--- config.mk ---
export PLATFORM = sky130hd
export DESIGN_NAME = mem_port_arbiter
export DESIGN_NICKNAME = d
export VERILOG_FILES = /design/src/rtl/mem_port_arbiter_pkg.sv /design/src/rtl/arb_lat_counter.sv /design/src/rtl/mem_port_arbiter.sv
export SDC_FILE = /design/constraint.sdc
export NUM_CORES = 1
export LEC_CHECK = 0
export ABC_CLOCK_PERIOD_IN_PS = 4100
export BUFFER_PORTS_ARGS = -buffer_cell sky130_fd_sc_hd__buf_2
export CORE_MARGIN = 2
export CORE_UTILIZATION = 45
export DETAILED_ROUTE_END_ITERATION = 12
export PLACE_DENSITY = 0.79
export SYNTH_ARGS = -nofsm -noshare
export SYNTH_HDL_FRONTEND = slang
export SYNTH_HIERARCHICAL = 1
export SYNTH_SLANG_ARGS = --single-unit
--- constraint.sdc ---
create_clock -name clk -period 4.1 [get_ports clk]
set_input_delay 0 -clock clk [delete_from_list [all_inputs] [get_ports clk]]
set_output_delay 0 -clock clk [all_outputs]
set_load 0.005 [all_outputs]
--- src/rtl/mem_port_arbiter_pkg.sv ---
// Shared types for the unified instruction/data memory port arbiter.
package mem_port_arbiter_pkg;

  localparam int ARB_CNT_W = 4;

  typedef enum logic [1:0] {
    ARB_IDLE   = 2'd0,
    ARB_BUSY_I = 2'd1,
    ARB_BUSY_D = 2'd2
  } arb_state_t;

endpackage

--- src/rtl/arb_lat_counter.sv ---
// Access-latency counter: runs 0..MEM_LAT-1 while enabled and flags the last cycle.
module arb_lat_counter
  import mem_port_arbiter_pkg::*;
#(
  parameter int MEM_LAT = 2
) (
  input  logic clk,
  input  logic reset,
  input  logic clear,
  input  logic enable,
  output logic last
);

  localparam logic [ARB_CNT_W-1:0] CNT_LAST = ARB_CNT_W'(MEM_LAT - 1);

  logic [ARB_CNT_W-1:0] cnt;

  always_ff @(posedge clk) begin
    if (reset || clear) cnt <= '0;
    else if (enable)    cnt <= cnt + 1'b1;
  end

  assign last = (cnt == CNT_LAST);

endmodule

--- src/rtl/mem_port_arbiter.sv ---
// Shares one single-ported memory between fetch and data ports, data first,
// with a fixed access latency and one-cycle completion pulses.
//
// state      | meaning
// ARB_IDLE   | no access in flight; grant decision made this cycle
// ARB_BUSY_I | fetch access in progress on the memory port
// ARB_BUSY_D | data load/store in progress on the memory port
module mem_port_arbiter
  import mem_port_arbiter_pkg::*;
#(
  parameter int MEM_LAT = 2,
  parameter int ADDR_W  = 32,
  parameter int DATA_W  = 32
) (
  input  logic              clk,
  input  logic              reset,
  input  logic              if_req,
  input  logic [ADDR_W-1:0] if_addr,
  output logic [DATA_W-1:0] if_rdata,
  output logic              if_valid,
  input  logic              d_req,
  input  logic              d_we,
  input  logic [ADDR_W-1:0] d_addr,
  input  logic [DATA_W-1:0] d_wdata,
  output logic [DATA_W-1:0] d_rdata,
  output logic              d_valid,
  output logic              stall,
  output logic              mem_en,
  output logic              mem_we,
  output logic [ADDR_W-1:0] mem_addr,
  output logic [DATA_W-1:0] mem_wdata,
  input  logic [DATA_W-1:0] mem_rdata
);

  if (MEM_LAT < 1 || MEM_LAT > 15) begin : g_bad_lat
    $fatal(1, "mem_port_arbiter: MEM_LAT must be within 1..15");
  end

  arb_state_t        state_q, state_d;
  logic [ADDR_W-1:0] addr_q;
  logic [DATA_W-1:0] wdata_q;
  logic              we_q;
  logic              if_valid_q, d_valid_q;
  logic [DATA_W-1:0] if_rdata_q, d_rdata_q;
  logic              busy, last;
  logic              d_req_m, if_req_m;
  logic              grant_d, grant_i;

  assign busy = (state_q != ARB_IDLE);

  // A port is masked in its own completion cycle so a held request is not re-served.
  assign d_req_m  = d_req  & ~d_valid_q;
  assign if_req_m = if_req & ~if_valid_q;

  arb_lat_counter #(.MEM_LAT(MEM_LAT)) u_lat_counter (
    .clk    (clk),
    .reset  (reset),
    .clear  (~busy | last),
    .enable (busy),
    .last   (last)
  );

  always_comb begin
    state_d = state_q;
    grant_d = 1'b0;
    grant_i = 1'b0;
    unique case (state_q)
      ARB_IDLE: begin
        if (d_req_m) begin
          state_d = ARB_BUSY_D;
          grant_d = 1'b1;
        end else if (if_req_m) begin
          state_d = ARB_BUSY_I;
          grant_i = 1'b1;
        end
      end
      ARB_BUSY_I, ARB_BUSY_D: begin
        if (last) state_d = ARB_IDLE;
      end
      default: state_d = ARB_IDLE;
    endcase
  end

  always_ff @(posedge clk) begin
    if (reset) begin
      state_q    <= ARB_IDLE;
      addr_q     <= '0;
      wdata_q    <= '0;
      we_q       <= 1'b0;
      if_valid_q <= 1'b0;
      d_valid_q  <= 1'b0;
      if_rdata_q <= '0;
      d_rdata_q  <= '0;
    end else begin
      state_q    <= state_d;
      if_valid_q <= 1'b0;
      d_valid_q  <= 1'b0;
      if (grant_d) begin
        addr_q  <= d_addr;
        wdata_q <= d_wdata;
        we_q    <= d_we;
      end else if (grant_i) begin
        addr_q <= if_addr;
        we_q   <= 1'b0;
      end
      if (state_q == ARB_BUSY_I && last) begin
        if_valid_q <= 1'b1;
        if_rdata_q <= mem_rdata;
      end
      // Stores complete without touching the load data register.
      if (state_q == ARB_BUSY_D && last) begin
        d_valid_q <= 1'b1;
        if (!we_q) d_rdata_q <= mem_rdata;
      end
    end
  end

  assign mem_en    = busy;
  assign mem_addr  = addr_q;
  assign mem_wdata = wdata_q;
  assign mem_we    = we_q & (state_q == ARB_BUSY_D) & last & ~reset;

  assign if_valid = if_valid_q;
  assign d_valid  = d_valid_q;
  assign if_rdata = if_rdata_q;
  assign d_rdata  = d_rdata_q;
  assign stall    = (if_req & ~if_valid_q) | (d_req & ~d_valid_q);

endmodule

# Yosys cells after proc, flatten, opt, wreduce, memory -nomap -nowiden
# Index checks and enable logic that the tools add are counted.
# totals
register_bits	137
inputBits	133
output_inout_bits	133
word_cells	51
# classes
n_addsub	1
eq_ne	5
n_mux	15
n_bitwise	12
n_reduce_logical	9
# ops
op	count
2-to-1 mux 32 bit	2
2-to-1 mux 1 bit	9
2-to-1 mux 2 bit	3
bitwise AND 1 bit	5
NOT 1 bit	5
adder 4 x 1 -> 4 bit (second input constant)	1
== test 4 x 1 -> 1 bit (second input constant)	1
case mux 2 bit (2 select lines)	1
AND reduction 2 bit	2
nonzero test 2 bit	2
inequality test 3 bit (second input constant)	1
== test 2 x 1 -> 1 bit (second input constant)	1
== test 2 bit (second input constant)	1
logical AND 1 bit	2
zero test 2 bit	1
inequality test 2 bit (second input constant)	1
bitwise OR 1 bit	2
OR reduction 2 bit	1
logical OR 1 bit	1

# Depth between registers and ports, before layout
# Gate-level depths: netlist of run 1.
# depth
depth_word	7
depth_mapped	9
mapped_depth_nobuf	7

# By module
# The synthesis of run 1 kept the hierarchy.
# modules_own_cells
mod	n_inst	cells_per_inst	area_per_inst_um2	seq_area_each_um2
mem_port_arbiter	1	635	5029.8	2662.6
arb_lat_counter	1	20	198.9	80.1

# Least setup slack after synthesis of run 1
# OpenSTA, ideal clock, no wires.
# synth_path
path_type	reg-to-reg
start	register u_lat_counter.cnt[0]
end	register d_rdata_q[1] (netlist: d_rdata[1])
setup_time_ns	0.132
arrival_time_ns	1.613
required_ns	3.968
slack_ns	2.355
stages_incl_launch_ff	9
n_path_buf	2
period_less_slack_ns	1.745
path_cell_list	dfxtp_1 > ha_1 > nor3b_1 > nand2_1 > or2_2 > clkbuf_1 > buf_2 > nand2_1 > a21oi_1
# synth_between
elab_chain_cells	3
# synth_lines
item	line	source
start, declared	arb_lat_counter.sv:16	logic [ARB_CNT_W-1:0] cnt;
start signal, assigned	arb_lat_counter.sv:20	else if (enable) cnt <= cnt + 1'b1;
== test 4 x 1 -> 1 bit	arb_lat_counter.sv:23	assign last = (cnt == CNT_LAST);
net last	mem_port_arbiter.sv:45	logic busy, last;
logical AND 1 bit	mem_port_arbiter.sv:111	if (state_q == ARB_BUSY_D && last) begin
AND reduction 2 bit (no source line)	-	
end signal, assigned	mem_port_arbiter.sv:113	if (!we_q) d_rdata_q <= mem_rdata;
end, declared	mem_port_arbiter.sv:44	logic [DATA_W-1:0] if_rdata_q, d_rdata_q;
# The timed path passes the listed nets, and every way through them passes these cells.
# A chain may end at the register's enable or synchronous reset.

# Worst setup path in the final report of run 1
# layout_path
start	register state_q[1]
end	register addr_q[14] (netlist: mem_addr[14])
# layout_between
elab_chain_cells	3
elab_cells_between_ends	5
cone_classes	mux (3); reduce/logical (2)
# layout_lines
item	line	source
start, declared	mem_port_arbiter.sv:39	arb_state_t state_q, state_d;
start signal, assigned	mem_port_arbiter.sv:95	state_q <= state_d;
zero test 2 bit *	mem_port_arbiter.sv:67	unique case (state_q)
2-to-1 mux 1 bit	mem_port_arbiter.sv:67	
2-to-1 mux 32 bit / nonzero test 2 bit (equally long branches)	-	
end signal, assigned	mem_port_arbiter.sv:99	addr_q <= d_addr;
end signal, assigned	mem_port_arbiter.sv:103	addr_q <= if_addr;
end, declared	mem_port_arbiter.sv:40	logic [ADDR_W-1:0] addr_q;
# Mark *: on every way between the ends. The rest lies on a longest branch, timed or not.

==> metrics.md, run 1 <==
| Metric | Value |
|---|---|
| Starting density of the core | `46.0%` |
| Post-synthesis sequential area ratio | `52.5%` |
| Placed Instances | `1,020` |
| RSZ-0062 raised after global routing | `false` |
| Leak Pwr | `3.91 nW` |
| Critical path arrival | `3.21 ns` |
| Clk buf depth | `2` |
| Max-slew headroom | `22.6%` |
| Final Max Slew Viols | `0` |
| Port buffer count | `265` |
| # DRC | `0` |
| Setup slack at placement | `2.01 ns` |
| Synth-to-Final Area Change | `61.1%` |
| Tightest Pin Transition | `1.16 ns` |
| Vias in the first global route | `6,054` |
| Largest net degree at the start of global routing | `103` |
| Fin Setup TNS | `0 ns` |
| Mapped Nets | `794` |
| Die Wd | `112 µm` |
| Reg power frac | `37.8%` |
| Die area | `12,500 µm²` |
| Final period utilization | `69.9%` |
| Worst Skew | `0.00862 ns` |
| Worst hold stages | `4` |
| TritonCTS buffer count | `17` |
| Placed cell areas | `6540 µm²` |
| Clk slew on worst S/H paths | `0.06 ns` |
| Critical path startpoint category | `flip-flop` |
| DR WL/cell | `15.5 µm` |
| Post-DRT Antenna Nets | `0` |
| Comb power frac | `24.9%` |
| Post-synthesis cell type count | `31` |
| Vias per cell | `5.11` |
| Setup ws final | `1.23 ns` |
| Mapped Cells | `655` |
| Top cell type's share of synthesized area | `52.5%` |
| Share of cells above drive strength 1 | `30.3%` |
| Area leader, netlist | `dfxtp_1` |
| Yosys reg bits | `137` |
| Worst min path class | `in2reg` |
| Skew-Pair Late Insertion Delay | `0.41 ns` |
| Final hold vios | `0` |
| Max Fclk | `349 MHz` |
| # clock sinks | `137` |
| Sw Share | `28.4%` |
| Initial antenna violation count | `0` |
| CP Capture Type | `flip-flop` |
| Final std cell area, no fill | `8420 µm²` |
| Largest cells by area after synthesis | `dfxtp_1 52%, nand2_1 19%, a21oi_1 9.6%, a311oi_1 4.2%, nor2_1 2.7%` |
| CTS tree | `done` |
| Clk root buf | `clkbuf_16` |
| HPWL Detailed | `9.80 mm` |
| Nets | `1,164` |
| N_diodes | `0` |
| Worst-path fanout max | `40` |
| GR Overflow Total | `0` |
| Outcome | `finished, final reports clean` |
| Floorplan core area | `11,400 µm²` |
| Setup CP Type | `reg2reg` |
| Rows | `39` |
| Starting DRT DRC Count | `380` |
| FF-to-FF path depth | `7` |
| Die Span Y | `112 µm` |
| Global-route usage over all layers | `28.8%` |
| Mean area per synthesized cell | `7.98 µm²` |
| Synth Cell Area | `5230 µm²` |
| Final cell count without fillers | `1,179` |
| Clock Power Share | `37.3%` |
| H-tree levels | `4` |
| Routed WL | `18.3 mm` |
| DRT Pass-1 Iters | `5` |
| GPL Wtd Cong | `0.792` |
| Power Density | `490 nW/µm²` |
| Global-route wire length before repair | `29.0 mm` |
| Critical path required time | `4.44 ns` |
| Via Count | `6,021` |
| P_sw | `1.17 mW` |
| I/O pins | `266` |
| Crit path time final | `2.87 ns` |
| Maximum vdd drop | `0.317 mV` |
| Final setup fails | `0` |
| Ys Warns | `6` |
| Internal power | `2.95 mW` |
| Max-cap viol count | `0` |
-- cell usage after synthesis, drive strengths merged --
cell type	count
nand2	260
dfxtp	137
a21oi	100
nor2	38
a311oi	32
buf	31
clkbuf	19
ha	6
inv	6
and2	4
nor3b	3
or2	3
nand3	2
nor2b	2
o21ai	2
a211oi	1
a21bo	1
mux2	1
mux2i	1
nand2b	1
nand3b	1
nand4	1
nor3	1
o21a	1
xnor2	1
-- metal layers --
metal | up-vias | GRT usage [%] | wire (µm)
met5 | - | 0 | 0
met4 | 0 | 12.5 | 525
met3 | 49 | 7.95 | 1340
met2 | 287 | 53.1 | 9580
met1 | 2796 | 30.6 | 6850
li1 | 2889 | - | -
-- timing repair --
action | CTS | global route
setup buffers | 0 | 0
hold buffers | 129 | 0
resized for setup | 0 | 0
endpoints found under the hold margin | 129 | 0
-- metrics by stage --
| step | total power, mW | utilization [%] | hold WS [ns] |
|---|---|---|---|
| 4_1_cts | 4.09 | 74.1 | 0.0954 |
| 3_3_place_gp | 2.35 | 57.5 | 0.243 |
| 3_5_place_dp | 2.36 | 57.5 | 0.246 |
| 2_1_floorplan | 2.10 | - | 0.136 |
| 6_report | 4.13 | 74.1 | 0.105 |
| 5_1_grt | 4.32 | 74.1 | 0.119 |
-- state kept, by name, indices dropped and copies added, names as in the netlist --
register           count
mem_wdata             32
d_rdata               32
mem_addr              32
d_valid                1
if_valid               1
state_q                2
u_lat_counter/cnt      4
we_q                   1
if_rdata              32
-- cell families (layout without fill, tap and decap cells) --
kind of cell | count (synthesis) | in the layout | synth area share (%)
AND/OR/NAND/NOR | 316 | 316 | 23.8
buffers and inverters | 56 | 437 | 5.31
adder cells (fa/ha/maj) | 6 | 6 | 1.44
flip-flops | 137 | 137 | 52.5
AO/OA/AOI/OAI | 137 | 137 | 16.5
XOR/XNOR | 1 | 1 | 0.168
multiplexers | 2 | 2 | 0.407
-- layout make-up --
class                      instances  area, µm²
clock inverter                     8        120
timing repair buffer             401       2670
tap                              143        179
clock buffer                      22        474
sequential                       137       2740
multi-input combinational        462       2210
inverter                           6       22.5
fill                             777       2950
-- cell usage in the layout (no fill, tap or decap), types with 2 or more instances in the layout --
master	netlist	layout
buf_2	18	264
nand2_1	260	260
dfxtp_1	137	137
dlygate4sd3_1	0	129
a21oi_1	100	100
nor2_1	38	37
a311oi_1	25	25
clkbuf_16	0	17
buf_4	4	8
a311oi_2	7	7
inv_1	6	6
ha_1	6	6
and2_1	4	4
nor3b_1	3	3
clkbuf_8	0	3
bufinv_16	0	3
clkinv_2	0	3
or2_2	2	2
o21ai_0	2	2
nand3_1	2	2
clkbuf_1	19	2
clkinvlp_4	0	2
-- power by group through the flow --
stage          Sequential (mW)  Combinational, mW  Clock [mW]
2_1_floorplan             1.59              0.504           0
3_3_place_gp              1.58              0.772           0
3_5_place_dp              1.58              0.787           0
4_1_cts                   1.55              0.979        1.56
5_1_grt                   1.58               1.12        1.63
6_report                  1.56               1.03        1.54
-- final timing paths --
check / startpoint / endpoint / slack (ns)
worst max-delay path: state_q[1]$_SDFFE_PP0P_ / mem_addr[14]$_SDFFE_PP0P_ / 1.23
worst min-delay path: if_req / state_q[0]$_SDFFE_PP0P_ / 0.11
worst max register to register: state_q[1]$_SDFFE_PP0P_ / mem_addr[14]$_SDFFE_PP0P_ / 1.23
worst min register to register: mem_wdata[23]$_SDFFE_PP0P_ / mem_wdata[23]$_SDFFE_PP0P_ / 0.45
-- critical path: stages (launching register included) --
cell and delay, ns:
dfxtp_1 0.34, inv_1 0.10, ha_1 0.25, o21a_2 0.53, buf_4 0.46, nor2_1 0.08
a311oi_1 0.38, dlygate4sd3_1 0.65
No activity file was read; power rests on OpenSTA's default activity.
==> inputs of run 2 (changes only) <==
ABC_CLOCK_PERIOD_IN_PS = 2850   (was 4100)
clock period = 2.85 ns   (was 4.1 ns; I/O delays follow)
==> run 2 against run 1 <==
  * Flip-flop and latch count unchanged
  * Fmax up 18%
  * Count of clock-buffer cells in the layout fell by 1
  * Cell count increased by 0.59%
  * First-iteration DRC count rose by 15%
  * Via count rose by 0.78%
  * Wire length fell by 0.77%
  * Non-clock buffer count rose by 5
  * Utilization rose by 0.83 points
  * Clock power rose by 51%
  * Global-route usage shrank 0.50 points
  * Critical endpoint is now mem_addr[10]$_SDFFE_PP0P_
  * Highest routed layer unchanged
==> metrics.md, run 2 (same netlist as run 1, synthesis figures left out) <==
| Metric | Value |
|---|---|
| Power Density | `712 nW/µm²` |
| DR WL/cell | `15.3 µm` |
| P_sw | `1.68 mW` |
| Commonest non-fill, non-tap cell in the layout | `buf_2` |
| Hold Buf Count CTS | `129` |
| Final hold vios | `0` |
| Fin Setup TNS | `0 ns` |
| GR Overflow Total | `0` |
| Clk slew on worst S/H paths | `0.06 ns` |
| Final cell count without fillers | `1,186` |
| Met3 routed WL | `1.36 mm` |
| Final std cell area, no fill | `8520 µm²` |
| Initial antenna violation count | `0` |
| GPL Wtd Cong | `0.793` |
| Internal power | `4.38 mW` |
| Setup ws final | `0.416 ns` |
| Setup CP Type | `reg2reg` |
| Core Util, Final | `74.9%` |
| Leak Pwr | `3.96 nW` |
| Final period utilization | `85.4%` |
| Max Fclk | `411 MHz` |
| Floorplan core area | `11,400 µm²` |
| Rows | `39` |
| # clock sinks | `137` |
| Share of cells above drive strength 1 | `30.9%` |
| Max-cap viol count | `0` |
| CP Capture Type | `flip-flop` |
| Port buffer count | `265` |
| Placed cell areas | `6590 µm²` |
| Flop-to-flop setup slack | `0.42 ns` |
| Maximum vdd drop | `0.642 mV` |
| Post-DRT Antenna Nets | `0` |
| Worst-path fanout max | `20` |
| Worst min path class | `in2reg` |
| Vias per cell | `5.12` |
| Final Max Slew Viols | `0` |
| FF-to-FF path depth | `7` |
| Die area | `12,500 µm²` |
| Skew-Pair Late Insertion Delay | `0.42 ns` |
| I/O pins | `266` |
| Synth-to-Final Area Change | `62.9%` |
| N_diodes | `0` |
| Hold path startpoint | `if_req` |
| Worst Skew | `0.0177 ns` |
| Comb power frac | `24.5%` |
| Largest net degree at the start of global routing | `74` |
| Post_cts resized | `0` |
| TritonCTS buffer count | `17` |
| Power Total | `6.06 mW` |
| Critical path startpoint category | `flip-flop` |
| Clock Power Share | `38.4%` |
| Global-route wire length before repair | `28.7 mm` |
| Hold endpoint | `state_q[0]$_SDFFE_PP0P_` |
| FF-to-FF End | `mem_addr[10]$_SDFFE_PP0P_` |
| Outcome | `finished, final reports clean` |
| Critical path required time | `3.20 ns` |
| Highest metal used | `met4` |
| Clk root buf | `clkbuf_16` |
| Final setup fails | `0` |
| Met2 routed WL | `8.97 mm` |
| # DRC | `0` |
| Via Count | `6,068` |
| Worst Hold Slack | `0.100 ns` |
| Critical path arrival | `2.79 ns` |
| Tightest Pin Transition | `0.771 ns` |
| CTS tree | `done` |
| Most frequent cells in the layout | `264 x buf_2, 260 x nand2_1, 137 x dfxtp_1` |
| Starting density of the core | `46.0%` |
| Crit path time final | `2.43 ns` |
| Sw Share | `27.8%` |
| Nets | `1,169` |
| Die Wd | `112 µm` |
| Routed WL | `18.2 mm` |
| WL met1 | `7.00 mm` |
| Die Span Y | `112 µm` |
| Starting DRT DRC Count | `437` |
| H-tree levels | `4` |
| Max-slew headroom | `48.6%` |
| DRT Pass-1 Iters | `6` |
| HPWL Detailed | `9.99 mm` |
| Placed Instances | `1,025` |
| Vias in the first global route | `6,175` |
| Clk buf depth | `2` |
| Global-route usage over all layers | `28.3%` |
| RR Startpoint | `state_q[1]$_SDFFE_PP0P_` |
| RSZ-0062 raised after global routing | `false` |
| Worst hold stages | `4` |
| Post-CTS Setup Repair Bufs | `0` |
| Reg power frac | `37.0%` |
| Setup slack at placement | `0.738 ns` |
## run 2: cell types whose count changed in the layout (fill, tap and decap cells not counted), sizes merged
cell | before | now
inv | 6 | 7
clkinv | 3 | 4
bufinv | 3 | 4
buf | 272 | 277
clkbuf | 22 | 21
## run 2: final cells by class
cell class	instances	area, µm²
Multi-Input combinational cell	462	2210
Clock buffer	21	470
Sequential cell	137	2740
Inverter	6	22.5
Tap cell	143	179
Timing Repair Buffer	406	2720
Fill cell	754	2850
Clock inverter	11	168
## run 2: worst max-delay path: stages, from the launching register on
cell and delay [ns]:
dfxtp_1 0.33, inv_1 0.10, ha_1 0.20, and2_1 0.52, buf_12 0.23, nand2_1 0.06
a311oi_1 0.32, dlygate4sd3_1 0.61
## run 2: per-layer routing
| metal | up-vias | track usage [%] |
|---|---|---|
| met5 | - | 0 |
| met4 | 0 | 16.5 |
| met3 | 73 | 7.78 |
| met2 | 304 | 49.7 |
| met1 | 2789 | 30.5 |
| li1 | 2902 | - |
## run 2: how the worst max path moves through the flow
stage / from / depth (start not counted) / to
6_report: state_q[1]$_SDFFE_PP0P_ / 7 / mem_addr[10]$_SDFFE_PP0P_
5_1_grt: state_q[1]$_SDFFE_PP0P_ / 7 / mem_addr[10]$_SDFFE_PP0P_
4_1_cts: state_q[1]$_SDFFE_PP0P_ / 7 / mem_addr[11]$_SDFFE_PP0P_
3_5_place_dp: u_lat_counter/cnt[0]$_SDFFE_PP0P_ / 6 / d_rdata[15]$_SDFFE_PP0P_
3_3_place_gp: u_lat_counter/cnt[0]$_SDFFE_PP0P_ / 6 / d_rdata[31]$_SDFFE_PP0P_
2_1_floorplan: u_lat_counter/cnt[0]$_SDFFE_PP0P_ / 8 / d_rdata[1]$_SDFFE_PP0P_
## run 2: power groups by stage
stage	logic [mW]	registers [mW]	clock network [mW]
2_1_floorplan	0.725	2.29	0
3_3_place_gp	1.15	2.26	0
3_5_place_dp	1.16	2.27	0
4_1_cts	1.43	2.23	2.37
5_1_grt	1.63	2.26	2.45
6_report	1.49	2.24	2.33
==> inputs of run 3 (changes only) <==
CORE_MARGIN = 5   (was 2)
==> run 3 against run 2 <==
  * Cell area is 0.53% lower
  * Utilization is 0.71 points lower
  * Via count is 2.0% lower
  * Count of clock-buffer cells in the layout is 3 lower
  * Cell count is 0.17% higher
  * Critical path type unchanged
  * Largest cell class unchanged
  * Clock power is 5% lower
  * Worst setup slack worse by 0.064 ns
  * Fmax is 2.6% lower
==> metrics.md, run 3 (same netlist as run 1, synthesis figures left out) <==
| Metric | Value |
|---|---|
| Worst Hold Slack | `0.102 ns` |
| Placed cell areas | `6570 µm²` |
| Fillcell total | `758` |
| Critical path arrival | `2.85 ns` |
| Vias per cell | `5.00` |
| Rows | `39` |
| Clk root buf | `clkbuf_16` |
| Post_cts resized | `0` |
| Starting density of the core | `45.8%` |
| Final hold vios | `0` |
| Final setup fails | `0` |
| DRT Pass-1 Iters | `5` |
| Max-slew headroom | `56.8%` |
| Global-route wire length before repair | `30.6 mm` |
| Maximum vdd drop | `0.500 mV` |
| Power Density | `700 nW/µm²` |
| HPWL Detailed | `10.7 mm` |
| Largest net degree at the start of global routing | `66` |
| Worst min path class | `in2reg` |
| Skew-Pair Late Insertion Delay | `0.41 ns` |
| Hold Buf Count CTS | `129` |
| Final period utilization | `87.7%` |
| Final Max Slew Viols | `0` |
| Starting DRT DRC Count | `488` |
| Worst-path fanout max | `65` |
| Floorplan core area | `11,400 µm²` |
| Placed Instances | `1,025` |
| Leak Pwr | `3.94 nW` |
| Post-CTS Setup Repair Bufs | `0` |
| Die Span Y | `118 µm` |
| Critical path required time | `3.20 ns` |
| GR Overflow Total | `0` |
| Port buffer count | `265` |
| Critical path startpoint category | `flip-flop` |
| CTS tree | `done` |
| Tightest Pin Transition | `0.647 ns` |
| TritonCTS buffer count | `17` |
| Routed WL | `18.5 mm` |
| Fin Setup TNS | `0 ns` |
| RSZ-0062 raised after global routing | `false` |
| Final std cell area, no fill | `8470 µm²` |
| # clock sinks | `137` |
| Initial antenna violation count | `2` |
| Vias in the first global route | `6,069` |
| Max Fclk | `400 MHz` |
| Post-DRT Antenna Nets | `0` |
| Synth-to-Final Area Change | `62.0%` |
| Max-cap viol count | `0` |
| Commonest non-fill, non-tap cell in the layout | `buf_2` |
| I/O pins | `266` |
| Outcome | `finished, final reports clean` |
| Nets | `1,169` |
| Share of cells above drive strength 1 | `31.0%` |
| Die area | `13,900 µm²` |
| Final cell count without fillers | `1,188` |
| Global-route usage over all layers | `26.2%` |
| Via Count | `5,944` |
| DR WL/cell | `15.6 µm` |
| # DRC | `0` |
| H-tree levels | `4` |
| Worst Skew | `0.00775 ns` |
| Clk buf depth | `2` |
| Setup CP Type | `reg2reg` |
| Clk slew on worst S/H paths | `0.06 ns` |
| Most frequent cells in the layout | `264 x buf_2, 260 x nand2_1, 137 x dfxtp_1` |
| CP Capture Type | `flip-flop` |
| GPL Wtd Cong | `0.788` |
| Crit path time final | `2.50 ns` |
| Die Wd | `118 µm` |
-- run 3: cell type report --
type / count / area (µm²) / area share (%)
inverters: 6 / 22.5 / 0.266
well taps: 143 / 179 / 2.11
flip-flops and latches: 137 / 2740 / 32.4
multi-input cells: 462 / 2210 / 26.1
clock buffers: 18 / 439 / 5.18
repair buffers: 406 / 2710 / 32.0
clock inverters: 14 / 161 / 1.91
diodes: 2 / 5.00 / 0.0591
-- run 3: path summary, 6_finish.rpt --
kind	from	endpoint	slack (ns)	depth (start not counted)
max	state_q[0]$_SDFFE_PP0P_	mem_addr[19]$_SDFFE_PP0P_	0.35	7
min	reset	if_rdata[10]$_SDFFE_PP0P_	0.10	2
max reg2reg	state_q[0]$_SDFFE_PP0P_	mem_addr[19]$_SDFFE_PP0P_	0.35	7
min reg2reg	mem_wdata[11]$_SDFFE_PP0P_	mem_wdata[11]$_SDFFE_PP0P_	0.45	2
-- run 3: routing by layer --
metal / part of all wire (%) / up-vias / track usage [%]
met5: 0 / - / 0
met4: 2.3 / 0 / 10.4
met3: 7.3 / 34 / 7.64
met2: 51 / 259 / 45.3
met1: 40 / 2742 / 30.4
li1: - / 2909 / -
-- run 3: critical path, stage by stage, from the launching register on --
cell	delay, ns
dfxtp_1	0.33
inv_1	0.10
ha_1	0.28
o21a_2	0.17
buf_4	0.52
nor2_1	0.12
a311oi_1	0.30
dlygate4sd3_1	0.59
-- run 3: power breakdown --
| part | total [mW] | switching [mW] | internal (mW) |
|---|---|---|---|
| registers | 2.24 | 0.112 | 2.13 |
| logic | 1.46 | 0.761 | 0.701 |
| clock network | 2.22 | 0.887 | 1.34 |
| total | 5.93 | 1.76 | 4.17 |
-- run 3: stage by stage --
stage / worst slack, ns / util [%] / power (mW)
after floorplan: 1.10 / - / 3.02
after global placement: 0.899 / 57.6 / 3.40
after detailed placement: 0.815 / 57.6 / 3.42
after CTS: 0.459 / 74.1 / 5.90
after global routing: 0.195 / 74.2 / 6.22
final: 0.352 / 74.2 / 5.93
